File: src/rtl/button_reader_pkg.sv
// Shared types and default timing constants for the push-button reader.
// Consumers: button_reader (long-press path selected by BUTTON_READER_LONG_PRESS_EN).
package button_reader_pkg;

    localparam int CLK_HZ              = 12000000;
    localparam int DEBOUNCE_CYCLES_DEF = CLK_HZ / 100;
    localparam int LONG_CYCLES_DEF     = CLK_HZ;

    typedef enum logic [2:0] {
        IDLE      = 3'd0,
        DEB_P     = 3'd1,
        HELD      = 3'd2,
        LONG_HELD = 3'd3,
        DEB_R     = 3'd4
    } state_e;

    function automatic int max_int(input int a, input int b);
        return (a > b) ? a : b;
    endfunction

endpackage

File: src/rtl/button_reader_sync_2ff.sv
// Two-flop synchronizer for asynchronous board inputs; RST_VAL sets the
// level both flops take during reset (normally the input's idle level).
module sync_2ff #(
    parameter logic RST_VAL = 1'b0
) (
    input  logic clk,
    input  logic rst,
    input  logic d,
    output logic q
);

    logic meta_q, meta_d;
    logic sync_q, sync_d;

    always_comb begin
        meta_d = d;
        sync_d = meta_q;
    end

    always_ff @(posedge clk or posedge rst) begin
        if (rst) begin
            meta_q <= RST_VAL;
            sync_q <= RST_VAL;
        end else begin
            meta_q <= meta_d;
            sync_q <= sync_d;
        end
    end

    assign q = sync_q;

endmodule

File: src/rtl/button_reader.sv
// Push-button reader: synchronize, debounce, short/long classification, blink toggle.
// Long-press detection is compiled in only when BUTTON_READER_LONG_PRESS_EN is defined.
//
// state     | meaning
// IDLE      | released, waiting for a sampled press
// DEB_P     | press seen, counting stable cycles before accepting it
// HELD      | press accepted, long timer running
// LONG_HELD | long press reported, waiting for release
// DEB_R     | release seen, counting stable cycles before accepting it
module button_reader
    import button_reader_pkg::*;
#(
    parameter int DEBOUNCE_CYCLES = DEBOUNCE_CYCLES_DEF,
    parameter int LONG_CYCLES     = LONG_CYCLES_DEF,
    parameter int ACTIVE_LOW      = 1
) (
    input  logic clk_12Mhz,
    input  logic rst,
    input  logic btn_raw,
    output logic pressed,
    output logic press_pulse,
    output logic release_pulse,
    output logic short_pulse,
    output logic long_pulse,
    output logic blink_enable
);

    localparam logic [2:0] S_IDLE      = IDLE;
    localparam logic [2:0] S_DEB_P     = DEB_P;
    localparam logic [2:0] S_HELD      = HELD;
    localparam logic [2:0] S_DEB_R     = DEB_R;
`ifdef BUTTON_READER_LONG_PRESS_EN
    localparam logic [2:0] S_LONG_HELD = LONG_HELD;
    localparam int CNT_MAX = max_int(DEBOUNCE_CYCLES, LONG_CYCLES);
`else
    localparam int CNT_MAX = DEBOUNCE_CYCLES;
`endif
    localparam int CNT_W = $clog2(CNT_MAX);
    localparam logic [CNT_W-1:0] DEB_LAST = CNT_W'(DEBOUNCE_CYCLES - 1);
    localparam logic [CNT_W-1:0] CNT_ONE  = CNT_W'(1);
`ifdef BUTTON_READER_LONG_PRESS_EN
    localparam logic [CNT_W-1:0] LONG_LAST = CNT_W'(LONG_CYCLES - 1);
`endif

    logic btn_sync;
    logic s;

    sync_2ff #(
        .RST_VAL((ACTIVE_LOW != 0) ? 1'b1 : 1'b0)
    ) u_sync (
        .clk (clk_12Mhz),
        .rst (rst),
        .d   (btn_raw),
        .q   (btn_sync)
    );

    assign s = (ACTIVE_LOW != 0) ? ~btn_sync : btn_sync;

    logic [2:0]       state_q, state_d;
    logic [CNT_W-1:0] cnt_q, cnt_d;
    logic             pressed_q, pressed_d;
    logic             press_q, press_d;
    logic             release_q, release_d;
    logic             short_q, short_d;
    logic             blink_q, blink_d;
`ifdef BUTTON_READER_LONG_PRESS_EN
    logic             long_q, long_d;
    logic             long_seen_q, long_seen_d;
`endif

    always_comb begin
        state_d   = state_q;
        cnt_d     = cnt_q;
        press_d   = 1'b0;
        release_d = 1'b0;
        short_d   = 1'b0;
        blink_d   = blink_q;
`ifdef BUTTON_READER_LONG_PRESS_EN
        long_d      = 1'b0;
        long_seen_d = long_seen_q;
`endif
        case (state_q)
            S_IDLE: begin
                if (s) begin
                    state_d = S_DEB_P;
                    cnt_d   = '0;
                end
            end
            S_DEB_P: begin
                if (!s) begin
                    state_d = S_IDLE;
                end else if (cnt_q == DEB_LAST) begin
                    state_d = S_HELD;
                    press_d = 1'b1;
                    cnt_d   = '0;
`ifdef BUTTON_READER_LONG_PRESS_EN
                    long_seen_d = 1'b0;
`endif
                end else begin
                    cnt_d = cnt_q + CNT_ONE;
                end
            end
            S_HELD: begin
                if (!s) begin
                    state_d = S_DEB_R;
                    cnt_d   = '0;
                end
`ifdef BUTTON_READER_LONG_PRESS_EN
                else if (cnt_q == LONG_LAST) begin
                    state_d     = S_LONG_HELD;
                    long_d      = 1'b1;
                    long_seen_d = 1'b1;
                end else begin
                    cnt_d = cnt_q + CNT_ONE;
                end
`endif
            end
`ifdef BUTTON_READER_LONG_PRESS_EN
            S_LONG_HELD: begin
                if (!s) begin
                    state_d = S_DEB_R;
                    cnt_d   = '0;
                end
            end
`endif
            S_DEB_R: begin
                if (s) begin
                    // A release bounce restarts the long timer from zero.
`ifdef BUTTON_READER_LONG_PRESS_EN
                    state_d = long_seen_q ? S_LONG_HELD : S_HELD;
`else
                    state_d = S_HELD;
`endif
                    cnt_d   = '0;
                end else if (cnt_q == DEB_LAST) begin
                    state_d   = S_IDLE;
                    release_d = 1'b1;
`ifdef BUTTON_READER_LONG_PRESS_EN
                    if (!long_seen_q) begin
                        short_d = 1'b1;
                        blink_d = ~blink_q;
                    end
`else
                    short_d = 1'b1;
                    blink_d = ~blink_q;
`endif
                end else begin
                    cnt_d = cnt_q + CNT_ONE;
                end
            end
            default: begin
                state_d = S_IDLE;
                cnt_d   = '0;
            end
        endcase

`ifdef BUTTON_READER_LONG_PRESS_EN
        pressed_d = (state_d == S_HELD) || (state_d == S_LONG_HELD) || (state_d == S_DEB_R);
`else
        pressed_d = (state_d == S_HELD) || (state_d == S_DEB_R);
`endif
    end

    always_ff @(posedge clk_12Mhz or posedge rst) begin
        if (rst) begin
            state_q   <= S_IDLE;
            cnt_q     <= '0;
            pressed_q <= 1'b0;
            press_q   <= 1'b0;
            release_q <= 1'b0;
            short_q   <= 1'b0;
            blink_q   <= 1'b0;
        end else begin
            state_q   <= state_d;
            cnt_q     <= cnt_d;
            pressed_q <= pressed_d;
            press_q   <= press_d;
            release_q <= release_d;
            short_q   <= short_d;
            blink_q   <= blink_d;
        end
    end

`ifdef BUTTON_READER_LONG_PRESS_EN
    always_ff @(posedge clk_12Mhz or posedge rst) begin
        if (rst) begin
            long_q      <= 1'b0;
            long_seen_q <= 1'b0;
        end else begin
            long_q      <= long_d;
            long_seen_q <= long_seen_d;
        end
    end

    assign long_pulse = long_q;
`else
    assign long_pulse = 1'b0;
`endif

    assign pressed       = pressed_q;
    assign press_pulse   = press_q;
    assign release_pulse = release_q;
    assign short_pulse   = short_q;
    assign blink_enable  = blink_q;

endmodule

File: config.mk
export PLATFORM = sky130hd
export DESIGN_NAME = button_reader
export DESIGN_NICKNAME = d
export VERILOG_FILES = /design/src/rtl/button_reader_pkg.sv /design/src/rtl/button_reader_sync_2ff.sv /design/src/rtl/button_reader.sv
export SDC_FILE = /design/constraint.sdc
export NUM_CORES = 1
export LEC_CHECK = 0
export CAP_MARGIN = 10
export CELL_PAD_IN_SITES_DETAIL_PLACEMENT = 1
export CELL_PAD_IN_SITES_GLOBAL_PLACEMENT = 2
export CORE_MARGIN = 10
export CORE_UTILIZATION = 37
export CTS_BUF_LIST = sky130_fd_sc_hd__clkbuf_16
export DETAILED_ROUTE_END_ITERATION = 10
export PLACE_DENSITY_LB_ADDON = 0.1
export RECOVER_POWER = 50
export SYNTH_ARGS = -nofsm -noshare
export SYNTH_HDL_FRONTEND = slang
export SYNTH_SLANG_ARGS = --single-unit
File: constraint.sdc
create_clock -name clk_12Mhz -period 2.53 [get_ports clk_12Mhz]
set_input_delay 0.506 -clock clk_12Mhz [delete_from_list [all_inputs] [get_ports clk_12Mhz]]
set_output_delay 0.506 -clock clk_12Mhz [all_outputs]
set_load 0.03 [all_outputs]
== Yosys cells after proc, flatten, opt, wreduce, memory -nomap -nowiden ==
Cells that the tools add are included.
Storage, ports and cells
  register bits: 26
  bits in latches: 0
  memory bits (writable): 0
  memory bits (read-only): 0
  bits of input ports: 3
  logic and storage cells: 43
  memories: 0
Operators by class
  add/subtract/negate cells: 1
  multipliers: 0
  div/mod/pow operators: 0
  order comparisons: 0
  equality and inequality tests: 10
  shift-type cells: 0
  multiplexer cells: 19
  bitwise operators: 1
  reductions and logical operators: 4
Operators by type and width (number)
  $mux W17: 6
  $pmux W17 S4: 1
  $mux W3: 6
  $add A17 B1 Y17 const B: 1
  $eq A17 B17 Y1 const B: 1
  $pmux W3 S4: 1
  $eq A3 B2 Y1 const B: 2
  $eq A3 B3 Y1 const B: 2
  $mux W1: 5
  $ne A2 B2 Y1 const B: 2
  $reduce_and A4 Y1: 1
  $eq A3 B1 Y1 const B: 1
  $logic_not A3 Y1: 1
  $ne A3 B3 Y1 const B: 1
  $reduce_and A3 Y1: 1
  $ne A2 B1 Y1 const B: 1
  $logic_or A1 B1 Y1: 1
  $not A1 Y1: 1

== Longest topological paths before layout ==
Gate-level depths: netlist (run 1).
  depth after elaboration: 6
  depth in mapped cells: 7
  mapped depth without buffers: 6

== Cells and area by module ==
A second synthesis (run 1) with hierarchy kept.
Unflattened totals
  cells, all modules: 147
  area total of the unflattened synthesis: 1425.1 µm²
Modules (own cells, without submodules)
  button_reader: instances 1, cells an instance 144, area an instance 1368.8 µm²
  sync_2ff: instances 1, cells an instance 3, area an instance 56.3 µm²

== Worst setup path before layout (run 1) ==
Ideal clock, no wire load.
  path type: flip-flop to flip-flop
  from: reg cnt_q[6]
  to: reg cnt_q[16]
  data arrival time: 1.883 ns
  required time: 2.411 ns
  path slack: 0.528 ns
  stages on the path, launching flop included: 7
  path buffers: 1
  clock period less this slack: 2.002 ns
  path through: dfrtp_1 > or4b_4 > nor4_4 > o2bb2ai_1 > a21boi_2 > buf_6 > nor2_1
Between the ends
  cells in the longest elaborated chain, start to end: 4
  elaborated cells between the ends (all ways): 9
  those cells by class: add/sub (1); eq/ne (2); mux (5); reduce/logical (1)
RTL lines
  start, declared: RTL line button_reader.sv:60  | logic [CNT_W-1:0] cnt_q, cnt_d;
  start signal, assigned: RTL line button_reader.sv:175  | cnt_q <= cnt_d;
  $add A17 B1 Y17 or $eq A17 B17 Y1 (tied branches)
  $mux W17 (on tied branches): RTL line button_reader.sv:135, button_reader.sv:92
  $mux W17 (on tied branches): RTL line button_reader.sv:127, button_reader.sv:90
  $pmux W17 S4: RTL line button_reader.sv:82  | case (state_q)
Several ways; a longest one is shown, not always the timed one. The select of a mux whose other input is x is not followed.
A chain may end at the register's enable or synchronous reset.

== Worst setup path after layout (run 1) ==
  from: reg cnt_q[6]
  to: reg cnt_q[1]
Between the ends
  cells in the longest elaborated chain, start to end: 4
  elaborated cells between the ends (all ways): 6
  those cells by class: eq/ne (2); mux (3); reduce/logical (1)
RTL lines
  $eq A17 B17 Y1 *: RTL line button_reader.sv:92, button_reader.sv:135
  $mux W17: RTL line button_reader.sv:92  | end else if (cnt_q == DEB_LAST) begin
  $mux W17: RTL line button_reader.sv:90  | if (!s) begin
  $pmux W17 S4: RTL line button_reader.sv:82
Every way passes the cells marked *; elsewhere a longest branch is shown, timed or not. The select of a mux whose other input is x is not followed.

==> impl_metrics.toml, run 1 <==
[layout]
diodes = 0
nNetsFinal = 166
drive_gt1_share_pct = 11.8
area_growth_pct = 15.5
stdcell_count = 209

[critical_path]
path_max_fanout = 8
critPathLaunchType = "flip-flop"
worstPathArrival_ps = 2330
critPathKind = "flip-flop to flip-flop"
critPathMaxStageDelay_ps = 580
crit_path_cell_trace = "or4b_4 -> nor4_4 -> a21o_1 -> mux2i_1 -> nor2_1"
end_kind = "flip-flop"
crit_required_ps = 2680
slowest_stage = "or4b_4"

[clocking]
clk_pin_slew_ps = 70
cts_made_buffers = 3
post_cts_resized = 0
clk_latency_ps = 260
cts_tree = "yes"
htreeDepth = 1
post_cts_buffers = 0
cts_buffer_depth = 2
cts_num_sinks = 26
clockRootBuffer = "clkbuf_16"
postCtsHoldBufs = 0

[timing]
slew_violations = 0
skew_ps = 2.58
finalSetupTns_ps = 0
hold_viol_final = 0
fin_hold_ws_ps = 358
grt_setup_unrepaired = "no"
fin_crit_ps = 2180
fmax_mhz = 460
setup_ws_ps = 354
tightest_slew_ps = 912
max_slew_margin_pct = 39.2
min_period_over_period_pct = 86.0
final-setup-viol-count = 0

[yosys]
synth_top_area_share_pct = 42.2
synthMuxAreaShare_pct = 0.703
ys.flop_type = "dfrtp_1"
synth_cell_types = 44
synth_top_family_by_area = "simple AND/OR/NAND/NOR gates"
yosysTopAreaCell = "dfrtp_1"
yosys_warnings = 0
yosys.area_share.simple_pct = 26.6
syn_nets = 154
synthArstFlopShare_pct = 100
yosysSeqAreaShare_pct = 45.9
synth_most_common_cell = "dfrtp_1"
synth_edf_count = 0
yosys-top-cells-count = "24 x dfrtp_1, 15 x nor2_1, 10 x nand2_1, 8 x inv_1"
yosys-top-cells-area = "dfrtp_1 42%, nor2_1 4.0%, dfstp_2 3.7%"
synth_compound_area_share_pct = 13.6
synth_xor_area_share_pct = 6.77
syn_area_sq_um = 1420
synth-seq-cells = 26
syn_inst = 150
syn_area_per_cell_sq_um = 9.49
synthAdderAreaFrac_pct = 0.879

[grt]
grt_start_max_net_pins = 16
grt_pass1_vias = 1275
track_usage_pct = 11.2
grt_pass1_wl_microns = 5980
antenna_found_initial = 0
grt.overflow.total = 0

[placement]
place_hpwl_microns = 2530
gp_congestion = 0.735
dp.cells = 205
dp_slack_ps = 381
io_buffers = 7

[run]
maxCapViolCount = 0

[floorplanning]
die_area_sq_um = 6730
initial_core_util_pct = 38.6
rows = 22
die_y_microns = 82.0
core_sq_um = 3690
io_pins = 9
die_width_microns = 82.0

[power_and_ir_drop]
p_leak_nw = 0.689
vdd.ir_drop.worst_uv = 256
p_per_area_nw_per_um2 = 520

[detailed_routing]
totalWireLength_microns = 3370
vias = 1127
firstDrtPassIters = 2
drt_iter0_markers = 73
ant_nets = 0
route.detailed.drc = 0
wl_per_cell_microns = 16.1
vias_per_cell = 5.39

[outcome]
status = "finished, final reports clean"

[min_path]
holdCritPathClass = "flip-flop to flip-flop"
[cell type report]
type / instances / area, sq um
inverter: 8 / 30.0
tap: 48 / 60.1
fill: 446 / 2040
clock buffer: 3 / 75.1
timing repair buffer: 15 / 126
multi-input combinational: 108 / 696
clock inverter: 1 / 3.75
sequential: 26 / 653
[where the power goes]
group | leakage [nW] | internal, mW | switching (mW)
combinational | 0.299 | 0.0211 | 0.0370
clock | 0.0385 | 0.212 | 0.142
sequential | 0.352 | 0.428 | 0.0155
total | 0.689 | 0.661 | 0.195
[kinds of logic (layout without fill, tap and decap cells)]
group | after synthesis | count (layout)
mux | 1 | 1
xor+xnor | 11 | 11
buf+inv | 16 | 27
fa+ha+maj | 1 | 1
compound gates | 29 | 29
simple gates | 65 | 65
other cells | 1 | 1
flops | 26 | 26
[cells in the final DEF, fill, tap and decap left out, drive strengths merged, types with 5 or more instances in the layout]
| master | n |
|---|---|
| dfrtp | 24 |
| nor2 | 15 |
| nand2 | 10 |
| inv | 8 |
| nand4 | 7 |
| o21ai | 7 |
| a21oi | 7 |
| buf | 7 |
| nand3 | 6 |
| xnor2 | 6 |
| xor2 | 5 |
| clkdlybuf4s50 | 5 |
[worst paths after layout]
path | start | to | slack, ps | depth (start not counted)
hold reg to reg | u_sync.meta_q$_DFF_PP1_ | u_sync.q$_DFF_PP1_ | 360 | 0
setup reg to reg | cnt_q[6]$_DFFE_PP0P_ | cnt_q[1]$_DFFE_PP0P_ | 350 | 5
setup / recovery | cnt_q[6]$_DFFE_PP0P_ | cnt_q[1]$_DFFE_PP0P_ | 350 | 5
hold / removal | u_sync.meta_q$_DFF_PP1_ | u_sync.q$_DFF_PP1_ | 360 | 0
max in group asynchronous | rst | cnt_q[4]$_DFFE_PP0P_ | 670 | 3
min in group asynchronous | rst | state_q[2]$_DFF_PP0_ | 690 | 2
[flip-flops by register name, summed over array words and instances (netlist names)]
signal and count:
blink_enable 1, cnt_q 17, press_pulse 1, pressed 1, short_pulse 1, state_q 3, u_sync.meta_q 1, u_sync.q 1
[layer usage]
metal | vias up | global-route usage [%] | share of wire, %
met3 | 4 | 2.40 | 2.2
li1 | 553 | - | -
met5 | - | 0 | 0
met4 | 0 | 3.91 | 0.92
met2 | 9 | 18.7 | 50
met1 | 561 | 14.0 | 47
[worst max-delay path: cells and delay by family (launching register included)]
family	cells	cell delay (ps)
AOI/OAI and AO/OA	1	330
DFF	1	440
muxes	1	220
and+or+nand+nor	3	1080
[per-stage QoR]
stage / power, mW / utilization (%) / instance area [sq um]
2_1_floorplan: 0.489 / - / 1420
3_3_place_gp: 0.508 / 42.5 / 1570
3_5_place_dp: 0.512 / 42.5 / 1570
4_1_cts: 0.868 / 44.7 / 1650
5_1_grt: 0.895 / 44.6 / 1640
6_report: 0.856 / 44.6 / 1640
Note: power is estimated with default switching activity, not from simulation.
==> run 2: changes to the inputs <==
--- a/config.mk
+++ b/config.mk
@@ -8,7 +8,7 @@
 export CAP_MARGIN = 10
 export CELL_PAD_IN_SITES_DETAIL_PLACEMENT = 1
 export CELL_PAD_IN_SITES_GLOBAL_PLACEMENT = 2
-export CORE_MARGIN = 10
+export CORE_MARGIN = 5
 export CORE_UTILIZATION = 37
 export CTS_BUF_LIST = sky130_fd_sc_hd__clkbuf_16
 export DETAILED_ROUTE_END_ITERATION = 10
==> run 2 against run 1 <==
Against the previous run: non-clock buffer count did not move; clock power rose by 30%; cell count did not move; critical endpoint is now cnt_q[3]$_DFFE_PP0P_; first-iteration DRC count rose by 4.1%; register-to-register slack got worse by 50 ps; combinational power rose by 1%; critical path type unchanged; die area fell by 23%; routed wire length fell by 0.74%; hold slack improved by 3.4 ps; total power rose by 13%; clock-buffer cell count did not move; sequential share of layout area fell by 0.62 points.
==> impl_metrics.toml, run 2 (synthesis gave the netlist of run 1 again) <==
[outcome]
status = "finished, final reports clean"

[clocking]
cts_tree = "yes"
cts_buffer_depth = 2
post_cts_resized = 0
clk_pin_slew_ps = 70
post_cts_buffers = 0
htreeDepth = 1
cts_made_buffers = 3
clockRootBuffer = "clkbuf_16"
cts_num_sinks = 26
postCtsHoldBufs = 0
clk_latency_ps = 260

[critical_path]
worstPathArrival_ps = 2400
path_max_fanout = 8
critPathMaxStageDelay_ps = 590
crit_required_ps = 2710
slowest_stage = "or4b_4"
critPathLaunchType = "flip-flop"
critPathKind = "flip-flop to flip-flop"
crit_path_cell_trace = "or4b_4 -> nor4_4 -> a21o_1 -> o21ai_0 -> a21oi_1"
end_kind = "flip-flop"

[layout]
nFillCells = 421
largest_reg_flops = 17
diodes = 0
area_growth_pct = 17.3
final_common_cell = "dfrtp_1"
seqCellArea_sq_um = 653
reg.largest.list = "cnt_q (17), state_q (3)"
fin_util_pct = 45.3
final_cell_mix = "24 x dfrtp_1, 15 x nor2_1, 10 x nand2_1"
nNetsFinal = 166
multi_input_area_sq_um = 696
drive_gt1_share_pct = 12.4
top_register = "cnt_q"

[timing]
final-setup-viol-count = 0
fin_crit_ps = 2220
min_period_over_period_pct = 87.8
grt_setup_unrepaired = "no"
fmax_mhz = 450
max_slew_margin_pct = 34.8
finalSetupTns_ps = 0
slew_violations = 0
skew_ps = 4.57
hold_viol_final = 0
tightest_slew_ps = 977

[power_and_ir_drop]
total_power_uw = 963
p_per_area_nw_per_um2 = 577
vdd.ir_drop.worst_uv = 250
p_leak_nw = 0.702

[grt]
globalRouteMet2Util_pct = 23.7
antenna_found_initial = 0
gr-usage-met1_pct = 20.0
grt_pass1_wl_microns = 6010
track_usage_pct = 14.5
grt_start_max_net_pins = 16
grt_pass1_vias = 1198
grt.overflow.total = 0
grt_use_met3_pct = 2.08
top_usage_layer = "met2"

[floorplanning]
die_area_sq_um = 5190
rows = 22
io_pins = 9
core_sq_um = 3690
die_y_microns = 72.0
initial_core_util_pct = 38.6
die_width_microns = 72.0

[detailed_routing]
firstDrtPassIters = 4
route.detailed.drc = 0
vias = 1131
wl_per_cell_microns = 16.0
ant_nets = 0
vias_per_cell = 5.41
drt_iter0_markers = 76
totalWireLength_microns = 3340

[min_path]
holdCritPathClass = "flip-flop to flip-flop"

[placement]
io_buffers = 7
place_hpwl_microns = 2490
gp_congestion = 0.803

[run]
maxCapViolCount = 0
-- run 2: worst paths after layout --
check | startpoint | endpoint | slack [ps] | cells past startpoint
max | cnt_q[6]$_DFFE_PP0P_ | cnt_q[3]$_DFFE_PP0P_ | 310 | 5
max in group asynchronous | rst | cnt_q[12]$_DFFE_PP0P_ | 600 | 3
min in group asynchronous | rst | short_pulse$_DFF_PP0_ | 690 | 2
min | u_sync.meta_q$_DFF_PP1_ | u_sync.q$_DFF_PP1_ | 360 | 0
min reg2reg | u_sync.meta_q$_DFF_PP1_ | u_sync.q$_DFF_PP1_ | 360 | 0
max reg2reg | cnt_q[6]$_DFFE_PP0P_ | cnt_q[3]$_DFFE_PP0P_ | 310 | 5
-- run 2: area by class of cell --
cell class	instances	area share, %
tap	48	3.60
timing repair buffer	15	7.57
clock buffer	3	4.49
multi-input combinational	108	41.6
inverter	8	1.80
sequential	26	39.1
clock inverter	1	1.80
-- run 2: stage by stage --
step | worst slack [ps] | cells | hold slack, ps | cell area (sq um)
floorplan | 528 | 150 | 345 | 1420
global placement | 421 | 205 | 346 | 1570
detailed placement | 332 | 205 | 350 | 1570
CTS | 269 | 209 | 361 | 1670
global route | 177 | 209 | 369 | 1670
finish | 308 | 209 | 361 | 1670
-- run 2: power by group --
part,internal (mW),total (mW),switching (mW)
Sequential,0.428,0.443,0.0150
Clock,0.315,0.461,0.146
Combinational,0.0211,0.0589,0.0378
-- run 2: layer usage --
metal / part of all wire, % / vias up
met5: 0 / -
met4: 0.72 / 0
met3: 1.6 / 2
met2: 48 / 7
met1: 49 / 570
li1: - / 552
-- run 2: worst max-delay path, delay by kind of cell, from the launching register on --
| family | cells | cell delay [ps] |
|---|---|---|
| AND/OR/NAND/NOR | 2 | 1050 |
| AO/OA/AOI/OAI | 3 | 650 |
| flip-flops | 1 | 440 |
==> run 3: changes to the inputs <==
--- a/config.mk
+++ b/config.mk
@@ -12,6 +12,8 @@
 export CORE_UTILIZATION = 37
 export CTS_BUF_LIST = sky130_fd_sc_hd__clkbuf_16
 export DETAILED_ROUTE_END_ITERATION = 10
+export GPL_TIMING_DRIVEN = 0
+export MAX_ROUTING_LAYER = met4
 export PLACE_DENSITY_LB_ADDON = 0.1
 export RECOVER_POWER = 50
 export SYNTH_ARGS = -nofsm -noshare
==> run 3 against run 2 <==
Against the previous run: non-clock buffer count unchanged; global-route usage rose by 0.42 points; first-iteration DRC count is 43% lower; sequential power about the same; critical endpoint is now cnt_q[6]$_DFFE_PP0P_; largest cell class unchanged.
==> impl_metrics.toml, run 3 (synthesis gave the netlist of run 1 again) <==
[clocking]
cts_buffer_depth = 2
cts_made_buffers = 3
cts_tree = "yes"
clk_pin_slew_ps = 60
cts_num_sinks = 26
htreeDepth = 1
clockRootBuffer = "clkbuf_16"
post_cts_buffers = 0
postCtsHoldBufs = 0
post_cts_resized = 0
clk_latency_ps = 260

[layout]
reg.largest.list = "cnt_q (17), state_q (3)"
final_cell_mix = "24 x dfrtp_1, 15 x nor2_1, 10 x nand2_1"
area_growth_pct = 14.4
diodes = 0
largest_reg_flops = 17
nNetsFinal = 166
final_common_cell = "dfrtp_1"
top_register = "cnt_q"
drive_gt1_share_pct = 9.38
nFillCells = 437

[placement]
place_hpwl_microns = 2420
dp_slack_ps = 217
gp_congestion = 0.759
io_buffers = 7

[critical_path]
reg2reg_depth = 6
rr_endpoint = "cnt_q[6]$_DFFE_PP0P_"
endpoint = "cnt_q[6]$_DFFE_PP0P_"
end_kind = "flip-flop"
reg2reg_from = "cnt_q[6]$_DFFE_PP0P_"
worstPathArrival_ps = 2460
path_max_fanout = 10
crit_required_ps = 2680
critPathKind = "flip-flop to flip-flop"
rrSetupSlack_ps = 210
cp-startpoint = "cnt_q[6]$_DFFE_PP0P_"
critPathLaunchType = "flip-flop"

[detailed_routing]
ant_nets = 0
firstDrtPassIters = 4
wl_per_cell_microns = 15.9
totalWireLength_microns = 3310
route.detailed.drc = 0
vias = 1142
vias_per_cell = 5.49
drt_iter0_markers = 43

[floorplanning]
die_area_sq_um = 5190
core_sq_um = 3690
io_pins = 9
rows = 22
initial_core_util_pct = 38.6
die_y_microns = 72.0
die_width_microns = 72.0

[grt]
grt_start_max_net_pins = 27
grt.overflow.total = 0
grt_pass1_vias = 1246
grt_pass1_wl_microns = 5950
antenna_found_initial = 0
track_usage_pct = 14.9

[outcome]
status = "finished, final reports clean"

[timing]
final-setup-viol-count = 0
fin_crit_ps = 2320
tightest_slew_ps = 1000
min_period_over_period_pct = 91.6
finalSetupTns_ps = 0
hold_viol_final = 0
max_slew_margin_pct = 33.2
grt_setup_unrepaired = "no"
setup_ws_ps = 213
slew_violations = 0
skew_ps = 4.75
fmax_mhz = 432

[min_path]
hold_start = "u_sync.meta_q$_DFF_PP1_"
worstHoldPathCells = 0
holdCritPathClass = "flip-flop to flip-flop"

[power_and_ir_drop]
vdd.ir_drop.worst_uv = 351
p_per_area_nw_per_um2 = 519
p_leak_nw = 0.674

[run]
maxCapViolCount = 0
[run 3: cell types whose count changed in the layout (fill, tap and decap cells not counted), sizes merged]
cell and delta:
buf -4, clkbuf +4, bufinv -1
[run 3: worst min path at each step]
| stage | to | slack, ps |
|---|---|---|
| 6_report | u_sync.q$_DFF_PP1_ | 350 |
| 2_1_floorplan | u_sync.q$_DFF_PP1_ | 350 |
| 3_3_place_gp | u_sync.q$_DFF_PP1_ | 350 |
| 3_5_place_dp | u_sync.q$_DFF_PP1_ | 350 |
| 4_1_cts | u_sync.q$_DFF_PP1_ | 360 |
| 5_1_grt | u_sync.q$_DFF_PP1_ | 360 |
[run 3: layer usage]
| layer | global-route usage, % | part of all wire, % |
|---|---|---|
| met2 | 25.2 | 51 |
| met3 | 3.32 | 1.8 |
| met1 | 18.1 | 46 |
| met4 | 3.76 | 0.97 |
| met5 | - | 0 |
[run 3: final cells by class]
class | instances | area, sq um | area share (%)
multi-input combinational | 108 | 696 | 42.7
sequential | 26 | 653 | 40.1
clock buffer | 3 | 75.1 | 4.61
timing repair buffer | 7 | 70.1 | 4.30
tap | 48 | 60.1 | 3.69
buffer | 8 | 45.0 | 2.76
inverter | 8 | 30.0 | 1.84
[run 3: worst max-delay path, cell delays in order, from the launching register on]
cell and delay [ps]:
dfrtp_1 450, or4b_4 600, nor4_4 470, o2bb2ai_1 130
a21boi_2 310, buf_6 190, nor2_1 50
[run 3: report_power, final]
group          switching, mW  total [mW]  internal, mW
combinational         0.0382      0.0590        0.0208
clock                  0.137       0.346         0.209
sequential            0.0123       0.440         0.428
total                  0.187       0.845         0.658
[run 3: metrics by stage]
stage	cells	total power, mW	utilization, %	cell area [sq um]	hold WS [ps]
6_report	208	0.845	44.2	1630	352
3_3_place_gp	205	0.505	42.1	1550	347
2_1_floorplan	150	0.489	-	1420	345
3_5_place_dp	205	0.508	42.1	1550	349
5_1_grt	208	0.894	44.2	1630	362
4_1_cts	208	0.861	44.2	1630	357
